$ cat config.mk
export PLATFORM = sky130hd
export DESIGN_NAME = icache_refill_arbiter
export DESIGN_NICKNAME = d
export VERILOG_FILES = /design/src/rtl/icache_refill_pkg.sv /design/src/rtl/icache_refill_arbiter_rr_pick.sv /design/src/rtl/icache_refill_arbiter.sv
export SDC_FILE = /design/constraint.sdc
export NUM_CORES = 1
export LEC_CHECK = 0
export ABC_AREA = 1
export BUFFER_PORTS_ARGS = -buffer_cell sky130_fd_sc_hd__buf_4
export CAP_MARGIN = 10
export CORE_AREA = 2 2 90 92
export CTS_CLUSTER_SIZE = 10
export DETAILED_ROUTE_END_ITERATION = 8
export DIE_AREA = 0 0 92 94
export HOLD_SLACK_MARGIN = 0.12
export PLACE_DENSITY = 0.69
export SYNTH_ARGS = -nofsm -noshare
export SYNTH_HDL_FRONTEND = slang
export SYNTH_SLANG_ARGS = --single-unit
$ cat constraint.sdc
create_clock -name clk_i -period 5 [get_ports clk_i]
set_input_delay 0.5 -clock clk_i [delete_from_list [all_inputs] [get_ports clk_i]]
set_output_delay 0.5 -clock clk_i [all_outputs]
set_load 0.02 [all_outputs]
$ cat src/rtl/icache_refill_pkg.sv
// Shared types and helpers for the instruction-cache refill arbiter.
// Tags are carried in a fixed-width id type; requester counts up to MaxRequesters are supported.
package icache_refill_pkg;

   localparam int unsigned MaxRequesters = 64;
   localparam int unsigned MaxIdWidth    = 6;

   typedef enum logic [0:0] {
      ARB    = 1'b0,
      LOCKED = 1'b1
   } arb_state_e;

   typedef logic [MaxIdWidth-1:0] req_id_t;

   function automatic logic [MaxRequesters-1:0] id_onehot(input req_id_t id);
      logic [MaxRequesters-1:0] oh;
      oh     = '0;
      oh[id] = 1'b1;
      return oh;
   endfunction

endpackage

$ cat src/rtl/icache_refill_arbiter_rr_pick.sv
// Stateless round-robin picker: lowest eligible index at or after the pointer,
// otherwise wraps to the lowest eligible index overall.
module rr_pick #(
   parameter int unsigned NumRequesters = 4,
   parameter int unsigned IdWidth       = 2
) (
   input  logic [NumRequesters-1:0] i_eligible,
   input  logic [IdWidth-1:0]       i_ptr,
   output logic [IdWidth-1:0]       o_winner,
   output logic                     o_any
);

   logic [IdWidth-1:0] w_hi;
   logic [IdWidth-1:0] w_lo;
   logic               w_hi_found;

   always_comb begin
      w_hi       = '0;
      w_lo       = '0;
      w_hi_found = 1'b0;
      // Descending scan so the last assignment is the lowest matching index.
      for (int i = NumRequesters - 1; i >= 0; i--) begin
         if (i_eligible[i]) begin
            w_lo = IdWidth'(i);
            if (IdWidth'(i) >= i_ptr) begin
               w_hi       = IdWidth'(i);
               w_hi_found = 1'b1;
            end
         end
      end
   end

   assign o_any    = |i_eligible;
   assign o_winner = w_hi_found ? w_hi : w_lo;

endmodule

$ cat src/rtl/icache_refill_arbiter.sv
// Shares one refill port among NumRequesters instruction caches with tagged,
// out-of-order responses. Optional perf counters: ICACHE_REFILL_ARB_PERF_EN.
module icache_refill_arbiter
   import icache_refill_pkg::*;
#(
   parameter int unsigned NumRequesters  = 4,
   parameter int unsigned CacheAddrWidth = 30,
   parameter int unsigned LineWidth      = 32,
   parameter int unsigned IdWidth        = (NumRequesters > 1) ? $clog2(NumRequesters) : 1
) (
   input  logic                                         clk_i,
   input  logic                                         rst_ni,
   input  logic [NumRequesters-1:0]                     req_valid_i,
   output logic [NumRequesters-1:0]                     req_ready_o,
   input  logic [NumRequesters-1:0][CacheAddrWidth-1:0] req_addr_i,
   output logic [NumRequesters-1:0]                     rsp_valid_o,
   output logic [LineWidth-1:0]                         rsp_data_o,
   output logic                                         mem_req_o,
   input  logic                                         mem_ready_i,
   output logic [CacheAddrWidth-1:0]                    mem_addr_o,
   output logic [IdWidth-1:0]                           mem_id_o,
   input  logic                                         mem_valid_i,
   input  logic [IdWidth-1:0]                           mem_id_i,
   input  logic [LineWidth-1:0]                         mem_data_i,
`ifdef ICACHE_REFILL_ARB_PERF_EN
   output logic [NumRequesters-1:0][31:0]               perf_grant_cnt_o,
   output logic [31:0]                                  perf_stall_cnt_o,
`endif
   output logic                                         err_o
);

   arb_state_e                r_state, w_state_nxt;
   logic [IdWidth-1:0]        r_rr_ptr, r_lock_idx, w_lock_idx_nxt, w_pick, w_sel;
   logic [NumRequesters-1:0]  r_pending, w_eligible, w_set, w_clr;
   logic                      r_err, w_any, w_req, w_hs, w_id_ok, w_lock_vld, w_drop;
   logic [CacheAddrWidth-1:0] w_addr;

   assign w_eligible = req_valid_i & ~r_pending;

   rr_pick #(
      .NumRequesters(NumRequesters),
      .IdWidth      (IdWidth)
   ) u_rr_pick (
      .i_eligible(w_eligible),
      .i_ptr     (r_rr_ptr),
      .o_winner  (w_pick),
      .o_any     (w_any)
   );

   // Loop-based selects keep unused tag codes harmless when the count is not a power of two.
   always_comb begin
      w_lock_vld = 1'b0;
      w_addr     = '0;
      w_id_ok    = 1'b0;
      for (int i = 0; i < NumRequesters; i++) begin
         if (r_lock_idx == IdWidth'(i)) w_lock_vld = req_valid_i[i];
         if (w_sel == IdWidth'(i))      w_addr     = req_addr_i[i];
         if (mem_id_i == IdWidth'(i))   w_id_ok    = r_pending[i];
      end
   end

   assign w_sel = (r_state == LOCKED) ? r_lock_idx : w_pick;
   assign w_req = rst_ni & ((r_state == LOCKED) ? w_lock_vld : w_any);
   assign w_hs  = w_req & mem_ready_i;
   assign w_set = w_hs ? NumRequesters'(id_onehot(req_id_t'(w_sel))) : '0;
   assign w_clr = (rst_ni && mem_valid_i && w_id_ok) ? NumRequesters'(id_onehot(req_id_t'(mem_id_i))) : '0;

   always_comb begin
      w_state_nxt    = r_state;
      w_lock_idx_nxt = r_lock_idx;
      w_drop         = 1'b0;
      case (r_state)
         ARB: begin
            if (w_any && !mem_ready_i) begin
               w_state_nxt    = LOCKED;
               w_lock_idx_nxt = w_pick;
            end
         end
         LOCKED: begin
            if (!w_lock_vld) begin
               w_drop      = 1'b1;
               w_state_nxt = ARB;
            end else if (mem_ready_i) begin
               w_state_nxt = ARB;
            end
         end
         default: w_state_nxt = ARB;
      endcase
   end

   always_ff @(posedge clk_i) begin
      if (!rst_ni) begin
         r_state    <= ARB;
         r_lock_idx <= '0;
         r_rr_ptr   <= '0;
         r_pending  <= '0;
         r_err      <= 1'b0;
      end else begin
         r_state    <= w_state_nxt;
         r_lock_idx <= w_lock_idx_nxt;
         r_pending  <= (r_pending & ~w_clr) | w_set;
         if (w_hs)
            r_rr_ptr <= (w_sel == IdWidth'(NumRequesters - 1)) ? '0 : w_sel + IdWidth'(1);
         if (w_drop || (mem_valid_i && !w_id_ok))
            r_err <= 1'b1;
      end
   end

   assign mem_req_o   = w_req;
   assign mem_id_o    = w_req ? w_sel : '0;
   assign mem_addr_o  = w_req ? w_addr : '0;
   assign req_ready_o = w_set;
   assign rsp_valid_o = w_clr;
   assign rsp_data_o  = (rst_ni && mem_valid_i) ? mem_data_i : '0;
   assign err_o       = r_err;

`ifdef ICACHE_REFILL_ARB_PERF_EN
   logic [NumRequesters-1:0][31:0] r_grant_cnt;
   logic [31:0]                    r_stall_cnt;

   always_ff @(posedge clk_i) begin
      if (!rst_ni) begin
         r_grant_cnt <= '0;
         r_stall_cnt <= '0;
      end else begin
         for (int i = 0; i < NumRequesters; i++)
            if (w_set[i]) r_grant_cnt[i] <= r_grant_cnt[i] + 32'd1;
         if (mem_req_o && !mem_ready_i)
            r_stall_cnt <= r_stall_cnt + 32'd1;
      end
   end

   assign perf_grant_cnt_o = r_grant_cnt;
   assign perf_stall_cnt_o = r_stall_cnt;
`endif

endmodule

* After elaboration in Yosys (flattened, before gate mapping)
Cells that the tools add are included.
** Word-level totals
- Output and inout port bits :: 74
- Logic and storage cells :: 96
- Flip-flop bits (word level) :: 10
- Input bits :: 162
** Operators by class
- $add $sub $neg :: 1
- Reduce and logical (&&, ||, !) cells :: 14
- $lt $le $gt $ge :: 8
- Mux-type cells :: 51
- Equal/unequal tests :: 9
- Bitwise operators :: 8
** Operator list (number)
- 30-bit 2-to-1 mux :: 5
- 2-bit 2-to-1 mux :: 16
- 32-bit 2-to-1 mux :: 1
- 1-bit 2-to-1 mux :: 24
- 2-bit by 7-bit < comparator with 1-bit output (second input constant) :: 2
- 2-bit equality test (second input constant) :: 6
- 4-bit bitwise AND :: 2
- 4-bit 2-to-1 mux :: 2
- 4-bit inverter :: 2
- 2-bit by 1-bit equality test with 1-bit output (second input constant) :: 3
- 1-bit logical AND :: 6
- 2-bit logical NOT :: 3
- 1-bit demux with 2-bit select :: 2
- 1-bit by 2-bit greater-or-equal comparator with 1-bit output (first input constant) :: 2
- 2-bit by 1-bit greater-or-equal comparator with 1-bit output (second input constant) :: 2
- 2-bit greater-or-equal comparator (first input constant) :: 2
- 4-bit OR :: 1
- 4-bit OR reduction :: 1
- 2-bit by 1-bit adder with 2-bit output (second input constant) :: 1
- 1-bit bitwise AND :: 2
- 1-bit logical NOT :: 2
- 1-bit one-hot mux with 2 select lines :: 1
- 2-bit AND reduction :: 1
- 1-bit logical OR :: 1
- 1-bit inverter :: 1

* Logic depth before layout (Yosys ltp)
Gate-level depths: netlist of run 1.
- Word-level depth :: 17
- Depth in mapped cells :: 16
- Mapped depth without buffers :: 14

* Cells and area by module
From an unflattened synthesis of run 1, not the netlist that was laid out.
** Unflattened totals
- Cell total of the unflattened synthesis :: 379
- Area total of the unflattened synthesis :: 1966.9 um2
** Modules (own cells, without submodules)
- icache_refill_arbiter :: times used 1, sequential area each 200.2 um2, area an instance 1883.1 um2, cells each 358
- rr_pick :: times used 1, sequential area each 0.0 um2, area an instance 83.8 um2, cells each 21

* Worst setup path before layout of run 1
OpenSTA, ideal clock, no wires.
- Kind :: input-to-output
- From :: in req_valid_i[0]
- To :: out mem_addr_o[26]
- Required time :: 4.500 ns
- Arrival :: 2.362 ns
- Slack :: 2.138 ns
- Buffers on the path :: 1
- Stages :: 12
- Cell sequence :: inv_1 > nor2_1 > nand2_1 > a21boi_0 > nand3_1 > nand2_1 > inv_1 > ha_1 > inv_1 > clkbuf_1 > o21ai_0 > a211oi_1
** Between the ends
- Word-level cells in the longest chain between the ends :: 10
** RTL lines
- start, declared :: line icache_refill_arbiter.sv:13 : input logic [NumRequesters-1:0] req_valid_i,
- 4-bit bitwise AND :: line icache_refill_arbiter.sv:38 : assign w_eligible = req_valid_i & ~r_pending;
- 2-bit 2-to-1 mux / 1-bit 2-to-1 mux (equally long branches) :: line icache_refill_arbiter_rr_pick.sv:23 : if (i_eligible[i]) begin
- 2-bit 2-to-1 mux :: line icache_refill_arbiter_rr_pick.sv:34 : assign o_winner = w_hi_found ? w_hi : w_lo;
- 2-bit 2-to-1 mux :: line icache_refill_arbiter.sv:62 : assign w_sel = (r_state == LOCKED) ? r_lock_idx : w_pick;
- 2-bit logical NOT :: line icache_refill_arbiter.sv:57 : if (w_sel == IdWidth'(i)) w_addr = req_addr_i[i];
- 30-bit 2-to-1 mux (4 in a row) :: line icache_refill_arbiter.sv:57
- 30-bit 2-to-1 mux (*) :: line icache_refill_arbiter.sv:111 : assign mem_addr_o = w_req ? w_addr : '0;
- end, declared :: line icache_refill_arbiter.sv:20 : output logic [CacheAddrWidth-1:0] mem_addr_o,
Every way passes the cells marked *; elsewhere a longest branch is shown, timed or not.

* Final worst setup path of run 1
- From :: reg r_rr_ptr[1]
- To :: out mem_addr_o[17]
** Between the ends
- Word-level cells in the longest chain between the ends :: 17
** RTL lines
- start, declared :: line icache_refill_arbiter.sv:33 : logic [IdWidth-1:0] r_rr_ptr, r_lock_idx, w_lock_idx_nxt, w_pick, w_sel;
- start signal, assigned :: line icache_refill_arbiter.sv:103 : r_rr_ptr <= (w_sel == IdWidth'(NumRequesters - 1)) ? '0 : w_sel + IdWidth'(1);
- 2-bit greater-or-equal comparator :: line icache_refill_arbiter_rr_pick.sv:25 : if (IdWidth'(i) >= i_ptr) begin
- 2-bit 2-to-1 mux / 1-bit 2-to-1 mux (equally long branches) :: line icache_refill_arbiter_rr_pick.sv:25
- 2-bit 2-to-1 mux / 1-bit 2-to-1 mux (equally long branches) :: line icache_refill_arbiter_rr_pick.sv:23
- 2-bit 2-to-1 mux / 1-bit 2-to-1 mux (equally long branches) :: line icache_refill_arbiter_rr_pick.sv:25
- 2-bit 2-to-1 mux / 1-bit 2-to-1 mux (equally long branches) :: line icache_refill_arbiter_rr_pick.sv:23
- 2-bit 2-to-1 mux / 1-bit 2-to-1 mux (equally long branches) :: line icache_refill_arbiter_rr_pick.sv:25
- 2-bit 2-to-1 mux / 1-bit 2-to-1 mux (equally long branches) :: line icache_refill_arbiter_rr_pick.sv:23
- 2-bit 2-to-1 mux / 1-bit 2-to-1 mux (equally long branches) :: line icache_refill_arbiter_rr_pick.sv:25
- 2-bit 2-to-1 mux / 1-bit 2-to-1 mux (equally long branches) :: line icache_refill_arbiter_rr_pick.sv:23
- 2-bit 2-to-1 mux (*) :: line icache_refill_arbiter_rr_pick.sv:34
- 2-bit 2-to-1 mux (*) :: line icache_refill_arbiter.sv:62
- 2-bit logical NOT :: line icache_refill_arbiter.sv:57
- 30-bit 2-to-1 mux (3 in a row) :: line icache_refill_arbiter.sv:57
- 30-bit 2-to-1 mux (*) :: line icache_refill_arbiter.sv:57
- 30-bit 2-to-1 mux (*) :: line icache_refill_arbiter.sv:111
Marked as above.

==> results.toml, run 1 <==
[route]
vias = 3484
routed_wl_mm = 10.4
via_per_inst = 4.85
route.detailed.drc = 0
wl_per_cell_um = 14.5
first_iter_violations = 88
drt_first_pass_iters = 4
route.antenna.remaining_nets = 0

[clock_tree]
cts_max_level = 1
ctsHoldBuffers = 0
cts_tree = "yes"
cts.clk_slew.worst_paths_ns = 0.05
cts_made_buffers = 3
clock_latency_ns = 0.24
cts_max_path_buffers = 2
ctsResizeCount = 0
root_buffer = "clkbuf_8"
cts_setup_buffers = 0
clkSinkCount = 10

[worst_setup_path]
reg2regPathDepth = 11
critical_path_class = "reg2out"
reg2reg_from = "r_rr_ptr[1]"
timing.rr.end = "r_rr_ptr[0]"
crit_fanout = 31
cp.required_ns = 4.50
startpoint_type = "flop"
cp_data_arrival_time_ns = 3.19
cp-end-kind = "output pin"
r2r_slack_ns = 2.50

[timing]
rsz0062_at_grt = "no"
hold_ws_ns = 0.445
skew_ns = 0.00101
finalHoldViolations = 0
tightest_slew_ns = 1.19
period_share = 0.738
fin_setup_tns_ns = 0
final_max_slew_viol_count = 0
slew_headroom = 0.210
max_freq_mhz = 271
fin_crit_ns = 3.69
setup-violations-final = 0

[power_and_ir_drop]
leakage_uw = 0.00226
vdd_drop_max_v = 0.000103
powerDensity_nw_per_um2 = 202

[grt]
grt_pass1_vias = 3424
grt_max_degree = 55
grtUsageTotal = 0.228
antenna_found_initial = 0
gr-total-overflow = 0
grt_pass1_wl_mm = 16.0

[synthesis]
ys_warn_count = 0
syn-cell-area_um2 = 2210
synth_seq_cells = 10
syn_nets = 568
seq_area_frac_synth = 0.0907
synth.avg_cell_area_um2 = 5.49
syn_inst = 402
ys_types = 26

[placed_design]
hpwlAfterDp_mm = 8.52
io_buffers = 235
gp_congestion = 0.868

[final_layout]
final_cell_mix = "buf_4 (239), nor2_1 (76), nand2_1 (69)"
final_common_cell = "buf_4"
nets = 784
drive_above_1_share = 0.460
area_growth_pct = 82.9
n_antenna_cell = 0

[run]
cap_violations = 0

[floorplan]
core-area_um2 = 7610
placementRows = 32
die_h_um = 94
top_level_ports = 236
die-area_um2 = 8650
initial_core_util = 0.290
die_x_um = 92

[hold_path]
whs_endpoint = "r_state"
worstHoldStart = "mem_ready_i"
hold_path_class = "in2reg"
holdPathStages = 2

[status]
outcome = "finished, final reports clean"
critical path, stage by stage (launching register included):
cell      delay (ns)
dfxtp_1         0.38
nand2_1         0.08
nand3_1         0.11
nand2_1         0.08
nor2_1          0.11
nand2_1         0.08
nand3_1         0.08
nand2_1         0.10
inv_1           0.11
ha_1            0.95
nand3_1         0.16
nand3_1         0.12
o21ai_0         0.12
a211oi_2        0.26
buf_4           0.19
layout make-up:
cell class	instances	area (um^2)
multi-input cells	306	1650
inverters	58	218
well taps	102	128
clock buffers	4	55.1
fillers	790	3570
repair buffers	239	1790
flip-flops and latches	10	200
metrics by stage:
| stage | setup WS (ns) | cell area (um^2) | instances | power, uW | util |
|---|---|---|---|---|---|
| finish | 1.31 | 4040 | 719 | 814 | 0.531 |
| global route | 0.945 | 4040 | 719 | 877 | 0.531 |
| CTS | 1.32 | 4040 | 719 | 818 | 0.531 |
| detailed placement | 1.42 | 3990 | 715 | 716 | 0.524 |
| global placement | 1.49 | 3990 | 715 | 707 | 0.524 |
| floorplan | 2.14 | 2210 | 402 | 470 | - |
how the worst max path moves through the flow:
stage / startpoint / endpoint / slack, ns
2_1_floorplan: req_valid_i[0] / mem_addr_o[26] / 2.14
3_3_place_gp: req_valid_i[0] / mem_addr_o[21] / 1.49
3_5_place_dp: req_valid_i[0] / mem_addr_o[17] / 1.42
4_1_cts: r_rr_ptr[1] / mem_addr_o[17] / 1.32
5_1_grt: r_rr_ptr[1] / mem_addr_o[20] / 0.94
6_report: r_rr_ptr[1] / mem_addr_o[17] / 1.31
sequential cells by signal (all words and copies together), names as in the netlist:
| register | flops |
|---|---|
| r_state | 1 |
| err_o | 1 |
| r_pending | 4 |
| r_rr_ptr | 2 |
| r_lock_idx | 2 |
cell usage after synthesis (all sizes together):
cell type  count  area, um^2
a211oi        30         355
a21boi         1        7.51
a21oi         21         105
a31oi          1        6.26
buf           17         104
clkbuf        11        41.3
dfxtp         10         200
ha             4        50.1
inv           58         218
nand2         76         303
nand3         55         288
nand3b         1        7.51
nand4          3        18.8
nor2          78         312
nor3           1        5.00
o211ai         3        22.5
o21ai         31         159
or2            1        6.26
where the power goes:
part | internal [uW] | leakage [uW] | switching (uW) | total (uW)
Combinational | 270 | 0.00215 | 349 | 620
Sequential | 86.1 | 0.0000821 | 6.23 | 92.3
Clock | 69.3 | 0.0000288 | 33.0 | 102
cell families after synthesis:
family | count (synthesis) | synth area share
fa+ha+maj | 4 | 0.0227
buf+inv | 86 | 0.164
simple gates | 215 | 0.425
flops | 10 | 0.0907
compound gates | 87 | 0.297
metal layers:
metal,wire [um],GRT usage,part of all wire
met5,0,0,0
met4,359,0.0908,0.034
met1,3860,0.247,0.37
met3,918,0.0490,0.088
met2,5310,0.431,0.51
(Power assumes the default switching activity.)
==> run 2, diff against run 1 <==
--- a/config.mk
+++ b/config.mk
@@ -5,15 +5,14 @@
 export SDC_FILE = /design/constraint.sdc
 export NUM_CORES = 1
 export LEC_CHECK = 0
-export ABC_AREA = 1
+export ABC_AREA = 0
 export BUFFER_PORTS_ARGS = -buffer_cell sky130_fd_sc_hd__buf_4
 export CAP_MARGIN = 10
-export CORE_AREA = 2 2 90 92
+export CORE_AREA = 2 2 93 95
 export CTS_CLUSTER_SIZE = 10
 export DETAILED_ROUTE_END_ITERATION = 8
-export DIE_AREA = 0 0 92 94
+export DIE_AREA = 0 0 95 97
 export HOLD_SLACK_MARGIN = 0.12
-export PLACE_DENSITY = 0.69
 export SYNTH_ARGS = -nofsm -noshare
 export SYNTH_HDL_FRONTEND = slang
 export SYNTH_SLANG_ARGS = --single-unit
==> constraint.sdc (replaced) <==
create_clock -name clk_i -period 3.74 [get_ports clk_i]
set_input_delay 0.374 -clock clk_i [delete_from_list [all_inputs] [get_ports clk_i]]
set_output_delay 0.374 -clock clk_i [all_outputs]
set_load 0.02 [all_outputs]
==> results.toml, run 2 <==
[synthesis]
synthAdderAreaFrac = 0.0249
synth-simple-area-share = 0.452
synth_seq_cells = 10
seq_area_frac_synth = 0.0997
synth_top_family_by_area = "simple AND/OR/NAND/NOR gates"
async_flop_share = 0
ys_types = 42
synth_edf_count = 0
synth_top_area_cell = "a221oi_1"
synth-xor-area-share = 0
syn_nets = 473
yosysMostFrequentCell = "nor2_1"
yosys-top-cells-area = "a221oi_1 (13%), and3_1 (11%), nor2b_1 (11%)"
dominantRegCellSynth = "dfxtp_1"
synth.area.mux_share = 0.0411
syn-cell-area_um2 = 2010
ys_warn_count = 0
synth_top_area_frac = 0.126
ys_top_cells_by_count = "nor2_1 (39), and3_1 (34), nor2b_1 (34)"
syn_inst = 307
synth_compound_area_frac = 0.299
synth.avg_cell_area_um2 = 6.54

[clock_tree]
cts_max_level = 1
cts_tree = "yes"
clock_latency_ns = 0.25
clkSinkCount = 10
cts_made_buffers = 3
cts.clk_slew.worst_paths_ns = 0.05
ctsHoldBuffers = 0
root_buffer = "clkbuf_8"
cts_max_path_buffers = 2

[final_layout]
final_cell_mix = "buf_4 (241), nor2_1 (39), and3_1 (34)"
largest_register_ff_count = 4
n_antenna_cell = 0
drive_above_1_share = 0.494
regArea_um2 = 200
largest_registers = "r_pending x4, r_lock_idx x2, r_rr_ptr x2"
final_common_cell = "buf_4"
nets = 687
max_flop_register = "r_pending"
multi_input_area_um2 = 1660
fin_area_um2 = 3900
instances_no_fill = 625
area_growth_pct = 94.3
fin_util = 0.480
num-fill-cells = 852

[route]
route.antenna.remaining_nets = 0
routed_wl_mm = 10.1
first_iter_violations = 78
via_per_inst = 5.05
drt_first_pass_iters = 5
vias = 3157
route.detailed.drc = 0
wl_per_cell_um = 16.2

[grt]
grt_pass1_wl_mm = 15.5
grt_max_degree = 56
gr-total-overflow = 0
grt_pass1_vias = 3003
grtUsageTotal = 0.207
antenna_found_initial = 0

[worst_setup_path]
crit_fanout = 29
cp-end-kind = "output pin"
cp.required_ns = 3.37
cp_data_arrival_time_ns = 3.18
critical_path_class = "reg2out"
startpoint_type = "flop"

[timing]
finalHoldViolations = 0
tightest_slew_ns = 0.716
rsz0062_at_grt = "yes"
period_share = 0.949
max_freq_mhz = 282
slew_headroom = 0.522
final_max_slew_viol_count = 0
setup-violations-final = 0
fin_crit_ns = 3.55
skew_ns = 0.00763

[placed_design]
placedCellCount = 621
gp_congestion = 0.922
io_buffers = 235
hpwlAfterDp_mm = 7.98
place_area_um2 = 3840

[power_and_ir_drop]
powerDensity_nw_per_um2 = 323
vdd_drop_max_v = 0.000116
p_total_uw = 1260
leakage_uw = 0.00201

[floorplan]
die-area_um2 = 9220
die_x_um = 95
die_h_um = 97
placementRows = 33
core-area_um2 = 8130
top_level_ports = 236
initial_core_util = 0.247

[status]
outcome = "finished, final reports clean"

[hold_path]
hold_path_class = "in2reg"

[run]
cap_violations = 0
## run 2: cell types whose count changed after synthesis, sizes merged, moves of 9 or more
cell and change:
buf -9, nand2 -68, nor3 +28, a21oi +11
inv -51, nor2b +34, nor2 -39, a211oi -30
nand3 -53, o21ai -29, clkbuf +14, and3 +34
a221oi +29
## run 2: per-stage QoR
stage               setup TNS, ns  hold slack (ns)  setup WS, ns
detailed placement        -0.0660            0.462       -0.0413
CTS                             0            0.320         0.169
floorplan                       0            0.446         0.729
global placement                0            0.451        0.0729
global route             -0.00179            0.334      -0.00179
finish                          0            0.320         0.190
## run 2: worst paths after layout
check	startpoint	to	slack, ns	cells past startpoint
setup / recovery	r_pending[0]	mem_addr_o[28]	0.19	11
hold / removal	mem_ready_i	r_state	0.32	2
setup reg to reg	r_pending[2]	r_pending[1]	1.52	7
hold reg to reg	err_o	err_o	0.47	1
## run 2: per-layer routing
layer  part of all wire  wire (um)  track usage  up-vias
li1                   -          -            -     1558
met1               0.41       4160        0.260     1477
met2               0.52       5260        0.362      107
met3              0.055        558       0.0374       15
met4              0.016        167       0.0479        0
met5                  0          0            0        -
## run 2: layout make-up
| type | instances | area share |
|---|---|---|
| repair buffers | 242 | 0.469 |
| well taps | 105 | 0.0337 |
| clock buffers | 4 | 0.0141 |
| inverters | 7 | 0.00673 |
| flip-flops and latches | 10 | 0.0513 |
| multi-input cells | 257 | 0.425 |
## run 2: power by group
part / total [uW] / switching (uW) / internal (uW)
clock network: 141 / 48.4 / 93.0
logic: 984 / 523 / 461
registers: 134 / 15.5 / 119
## run 2: cell families (layout without fill, tap and decap cells)
logic type | after synthesis | after routing
muxes | 7 | 7
buffers and inverters | 40 | 253
and+or+nand+nor | 166 | 166
adders and majority gates | 4 | 4
DFF | 10 | 10
AOI/OAI and AO/OA | 80 | 80
## run 2: critical path: stages (launching register included)
cell	delay, ns
dfxtp_1	0.37
or3b_1	0.38
a21oi_1	0.18
a31oi_1	0.09
mux2i_2	0.27
ha_2	0.27
nor2b_4	0.61
a221oi_1	0.16
nor3_1	0.25
a21oi_1	0.07
nor2_1	0.10
buf_4	0.15
## run 2: repair_timing
action	CTS	global route
endpoints found under the setup margin	29	12
resized for setup	1	2
buffers inserted	0	0
